--- src/rtl/sensor_sequencer.sv ---
// Frame sequencer for the pixel sensor array: erase, expose, Gray-ramp convert
// and row-by-row read, with start handshake, continuous mode and abort.
module sensor_sequencer #(
   parameter int ROWS            = 2,
   parameter int RAMP_BITS       = 8,
   parameter int ROW_READ_CYCLES = 5,
   parameter int CNT_BITS        = 12
) (
   input  logic                 CLK,
   input  logic                 RESET,
   input  logic                 START,
   input  logic                 CONTINUOUS,
   input  logic                 ABORT,
   input  logic [CNT_BITS-1:0]  ERASE_CYCLES,
   input  logic [CNT_BITS-1:0]  EXPOSE_CYCLES,
   output logic                 PIXEL_ERASE,
   output logic                 PIXEL_EXPOSE,
   output logic                 RAMP_ACTIVE,
   output logic [RAMP_BITS-1:0] PIXEL_DIGITAL_RAMP,
   output logic [ROWS-1:0]      SENSOR_ROW_SELECT,
   output logic                 NEW_ROW,
   output logic                 FRAME_DONE,
   output logic                 BUSY,
   output logic [2:0]           PHASE
);

   localparam int RW = (ROWS > 1) ? $clog2(ROWS) : 1;
   localparam logic [CNT_BITS-1:0] CONV_LAST = CNT_BITS'((2 ** RAMP_BITS) - 1);
   localparam logic [CNT_BITS-1:0] ROW_LAST  = CNT_BITS'(ROW_READ_CYCLES - 1);
   localparam logic [RW-1:0]       LAST_ROW  = RW'(ROWS - 1);

   typedef enum logic [2:0] {
      S_IDLE    = 3'd0,
      S_ERASE   = 3'd1,
      S_EXPOSE  = 3'd2,
      S_CONVERT = 3'd3,
      S_READ    = 3'd4
   } state_t;

   state_t              r_state, w_nstate;
   logic [CNT_BITS-1:0] r_cnt, w_ncnt;
   logic [CNT_BITS-1:0] r_erase_last, r_expose_last;
   logic [CNT_BITS-1:0] w_erase_last, w_expose_last;
   logic [RW-1:0]       r_row, w_nrow;
   logic                r_cont, w_done, w_start, w_abort;
   logic [RAMP_BITS-1:0] w_bin, w_gray;

   // Durations are stored as "last count" so a zero request behaves like one cycle.
   assign w_erase_last  = (ERASE_CYCLES  == '0) ? '0 : ERASE_CYCLES  - 1'b1;
   assign w_expose_last = (EXPOSE_CYCLES == '0) ? '0 : EXPOSE_CYCLES - 1'b1;
   assign w_abort       = ABORT && (r_state != S_IDLE);
   assign w_bin         = w_ncnt[RAMP_BITS-1:0];
   assign w_gray        = w_bin ^ (w_bin >> 1);
   assign PHASE         = r_state;

   always_comb begin
      w_nstate = r_state;
      w_ncnt   = r_cnt + 1'b1;
      w_nrow   = r_row;
      w_done   = 1'b0;
      w_start  = 1'b0;
      case (r_state)
         S_IDLE: begin
            w_ncnt = '0;
            w_nrow = '0;
            if (START && !ABORT) begin
               w_nstate = S_ERASE;
               w_start  = 1'b1;
            end
         end
         S_ERASE: if (r_cnt == r_erase_last) begin
            w_nstate = S_EXPOSE;
            w_ncnt   = '0;
         end
         S_EXPOSE: if (r_cnt == r_expose_last) begin
            w_nstate = S_CONVERT;
            w_ncnt   = '0;
         end
         S_CONVERT: if (r_cnt == CONV_LAST) begin
            w_nstate = S_READ;
            w_ncnt   = '0;
            w_nrow   = '0;
         end
         S_READ: if (r_cnt == ROW_LAST) begin
            w_ncnt = '0;
            if (r_row == LAST_ROW) begin
               w_done   = 1'b1;
               w_nrow   = '0;
               w_nstate = r_cont ? S_ERASE : S_IDLE;
            end else begin
               w_nrow = r_row + 1'b1;
            end
         end
         default: w_nstate = S_IDLE;
      endcase
      if (w_abort) begin
         w_nstate = S_IDLE;
         w_ncnt   = '0;
         w_nrow   = '0;
         w_done   = 1'b0;
      end
   end

   // Outputs are decoded from the next state so they line up with the state register.
   always_ff @(posedge CLK or posedge RESET) begin
      if (RESET) begin
         r_state            <= S_IDLE;
         r_cnt              <= '0;
         r_row              <= '0;
         r_cont             <= 1'b0;
         r_erase_last       <= '0;
         r_expose_last      <= '0;
         PIXEL_ERASE        <= 1'b0;
         PIXEL_EXPOSE       <= 1'b0;
         RAMP_ACTIVE        <= 1'b0;
         PIXEL_DIGITAL_RAMP <= '0;
         SENSOR_ROW_SELECT  <= '0;
         NEW_ROW            <= 1'b0;
         FRAME_DONE         <= 1'b0;
         BUSY               <= 1'b0;
      end else begin
         r_state <= w_nstate;
         r_cnt   <= w_ncnt;
         r_row   <= w_nrow;
         if (w_start) begin
            r_erase_last  <= w_erase_last;
            r_expose_last <= w_expose_last;
            r_cont        <= CONTINUOUS;
         end else if (w_abort) begin
            r_cont <= 1'b0;
         end
         PIXEL_ERASE        <= (w_nstate == S_ERASE);
         PIXEL_EXPOSE       <= (w_nstate == S_EXPOSE);
         RAMP_ACTIVE        <= (w_nstate == S_CONVERT);
         PIXEL_DIGITAL_RAMP <= (w_nstate == S_CONVERT) ? w_gray : '0;
         SENSOR_ROW_SELECT  <= (w_nstate == S_READ) ? (ROWS'(1) << w_nrow) : '0;
         NEW_ROW            <= (w_nstate == S_READ) && (w_ncnt == '0);
         FRAME_DONE         <= w_done;
         BUSY               <= (w_nstate != S_IDLE);
      end
   end

endmodule

--- config.mk ---
export PLATFORM = sky130hd
export DESIGN_NAME = sensor_sequencer
export DESIGN_NICKNAME = d
export VERILOG_FILES = /design/src/rtl/sensor_sequencer.sv
export SDC_FILE = /design/constraint.sdc
export NUM_CORES = 1
export LEC_CHECK = 0
export ABC_AREA = 1
export BUFFER_PORTS_ARGS = -buffer_cell sky130_fd_sc_hd__clkbuf_2
export CAP_MARGIN = 20
export CORE_MARGIN = 5
export CORE_UTILIZATION = 50
export DETAILED_ROUTE_END_ITERATION = 12
export GPL_ROUTABILITY_DRIVEN = 0
export HOLD_SLACK_MARGIN = 0.05
export PLACE_DENSITY = 0.82
export SYNTH_ARGS = -nofsm -noshare
export SYNTH_HDL_FRONTEND = slang
export SYNTH_SLANG_ARGS = --single-unit
export TNS_END_PERCENT = 100
--- constraint.sdc ---
create_clock -name CLK -period 2.7 [get_ports CLK]
set_input_delay 0.135 -clock CLK [delete_from_list [all_inputs] [get_ports CLK]]
set_output_delay 0.135 -clock CLK [all_outputs]
set_load 0.01 [all_outputs]
==> impl_metrics.ini <==
[run_status]
status = finished, final reports clean

[pwr]
p_per_area_nw_per_um2 = 755
p_leak_uw = 0.00217
vdd_drop_max_v = 0.000353

[floorplanning]
die_w_um = 91.6
core.rowCount = 29
die_height_um = 91.6
fp.coreArea_um2 = 6420
io_pins = 48
start_util = 0.519
die_area_um2 = 8390

[critical_path]
crit_path_end_kind = flop
r2r_slack_ps = 290
worstSetupStartpoint = r_cnt[0]
critical_path_arrival_ps = 2680
cp_data_required_time_ps = 2970
r2r_start = r_cnt[0]
worst_setup_ep = NEW_ROW
critPathKind = reg -> reg
timing.rr.end = NEW_ROW
reg2regPathDepth = 16
max_fo_critical_path = 12
setup.worst_path.start_class = flop

[global_route]
maximum_number_of_pins_on_one_net_before_global_route_repair = 58
grt_antenna_before_repair = 0
gr-usage-all-layers = 0.195
grt_pass1_vias = 2969
globalRouteOverflowTotal = 0
grt_pass1_wl_um = 13000

[route]
drt_wl_cell_um = 12.7
drt-vias-per-instance = 5.05
route.top_layer_used = met4
drt_pass1_iterations = 4
totalWireLength_um = 7450
dr.first_iter.drc_count = 169
vias_after_detailed_routing = 2962
wirelength_met1_um = 3180
route.met2.wl_um = 3560
antenna_violating_nets_post_route = 0
drt_drc_violations_left = 0
met3_layer_wire_length_in_the_routed_design_um = 445

[timing]
worst_clock_skew_ps = 12.7
setup_viol = 0
timing.final.crit_period_ps = 2410
max_freq_mhz = 415
max-slew-margin-rel = 0.540
final.period_utilization = 0.893
maxSlewViolCount = 0
rsz_0062_raised_after_global_routing = false
setup-tns-final_ps = 0
tightest_slew_ps = 690
finalHoldViolCount = 0
setup_slack_ps = 290

[synth]
synth_seq_area_share = 0.428
synthDistinctLibCells = 25
synth.ff_latch_count = 57
synth.area.top_cells = dfrtp_1, nand2_1, inv_1
synthDominantAreaCellType = dfrtp_1
post_synth.cell_area_avg_um2 = 7.48
number_of_warnings_issued_by_yosys = 0
mappedNetlistArea_um2 = 3330
mapped_cells = 445
postSynthNetCount = 483
share_of_yosys_cell_area_claimed_by_the_top_area_cell_type = 0.428

[layout]
antenna-diode-count = 0
nNetsFinal = 542
final_cell_area_um2 = 3880
filler_cell_count = 572
final_layout_size_suffix_gt1_frac = 0.161
areaGrowthSynthToFinish_pct = 16.5

[clocking]
cts_tree = done
cts.reportedPaths.clkPinSlew_ps = 70
clock_insertion_delay_worst_skew_ps = 340
post_cts_buffers = 0
max-clock-path-buffers = 2
cts.repair.resized = 0
post_cts_hold_buffer_count = 5
numCtsBuffers = 9
clkSinkCount = 57
clock-root-buffer = clkbuf_8
htree_num_levels = 3

[place]
place_area_um2 = 3650
dp_hpwl_um = 5790
portBuffers = 47
dp_worst_setup_slack_ps = 305

[job]
number_of_max_cap_violations = 0

[worst_hold_path]
min-delay-path-class = in -> reg
[routing by layer]
layer	vias up	global-route usage
met5	-	0
met4	0	0.118
met3	27	0.0524
met2	92	0.315
met1	1360	0.233
li1	1483	-
[cell usage after synthesis (all sizes together)]
cell type  instances
nor2              60
ha                 9
xnor2             18
o21ai             16
buf                6
a21oi              4
inv               81
o22ai             12
nor3              11
nor4               2
or3                1
nand4              4
clkbuf             2
nand3             24
nand3b             1
dfrtp             57
xor2              17
nand2            120
[critical path: stages, from the launching register on]
cell	delay (ps)
dfrtp_1	440
ha_1	260
nand3_4	110
nor2_4	130
nand2_2	80
nor2_4	110
nor2_2	60
nor2_2	110
nand3_2	230
nand2_2	150
inv_1	60
nand2_2	70
ha_1	140
nand2_1	50
nor2_1	130
nand2_2	70
nor3_2	130
[per-stage QoR]
stage	hold slack, ps	instances	total power, uW	utilization
2_1_floorplan	238	445	1950	-
3_3_place_gp	345	565	2170	0.568
3_5_place_dp	352	565	2210	0.568
4_1_cts	105	586	2940	0.604
5_1_grt	118	586	3170	0.604
6_report	111	586	2930	0.604
[state kept, by name, indices dropped and copies added, names as in the netlist]
| register | count |
|---|---|
| SENSOR_ROW_SELECT | 2 |
| PHASE | 3 |
| PIXEL_DIGITAL_RAMP | 8 |
| PIXEL_EXPOSE | 1 |
| RAMP_ACTIVE | 1 |
| r_row | 1 |
| r_expose_last | 12 |
| NEW_ROW | 1 |
| r_erase_last | 12 |
| r_cont | 1 |
| BUSY | 1 |
| PIXEL_ERASE | 1 |
| r_cnt | 12 |
| FRAME_DONE | 1 |
[cells by family (layout without fill, tap and decap cells)]
family	after synthesis	in the layout	synth area share
xor+xnor	35	35	0.0920
simple gates	223	223	0.289
buf+inv	89	153	0.104
fa+ha+maj	9	9	0.0338
compound gates	32	32	0.0526
flops	57	57	0.428
[final cells by class]
type,instances,area (um2),area share
tap,77,96.3,0.0248
timing repair buffer,56,315,0.0813
clock buffer,11,151,0.0390
clock inverter,5,30.0,0.00774
inverter,81,304,0.0784
sequential,57,1430,0.368
multi-input combinational,299,1560,0.401
[worst min-delay path by stage]
| stage | cells after the start | from | endpoint |
|---|---|---|---|
| floorplan | 1 | EXPOSE_CYCLES[0] | r_expose_last[0] |
| global placement | 3 | RESET | r_expose_last[11] |
| detailed placement | 3 | RESET | r_expose_last[11] |
| CTS | 3 | ERASE_CYCLES[10] | r_erase_last[10] |
| global route | 3 | ERASE_CYCLES[10] | r_erase_last[10] |
| finish | 3 | ERASE_CYCLES[10] | r_erase_last[10] |
[where the power goes]
group / switching, uW / internal (uW)
Sequential: 165 / 1080
Combinational: 587 / 379
Clock: 342 / 377
Total: 1090 / 1830
[cells in the final DEF, fill, tap and decap left out, types with 10 or more instances in the layout]
cell / synthesis / final
nand2_1: 113 / 113
xnor2_1: 18 / 18
o21ai_0: 16 / 16
nor3_1: 10 / 10
xor2_1: 17 / 17
nand3_1: 22 / 22
inv_1: 81 / 80
nor2_1: 56 / 56
clkbuf_8: 0 / 11
dfrtp_1: 57 / 57
o22ai_1: 12 / 12
clkbuf_2: 0 / 47
Note: power is estimated with default switching activity, not from simulation.
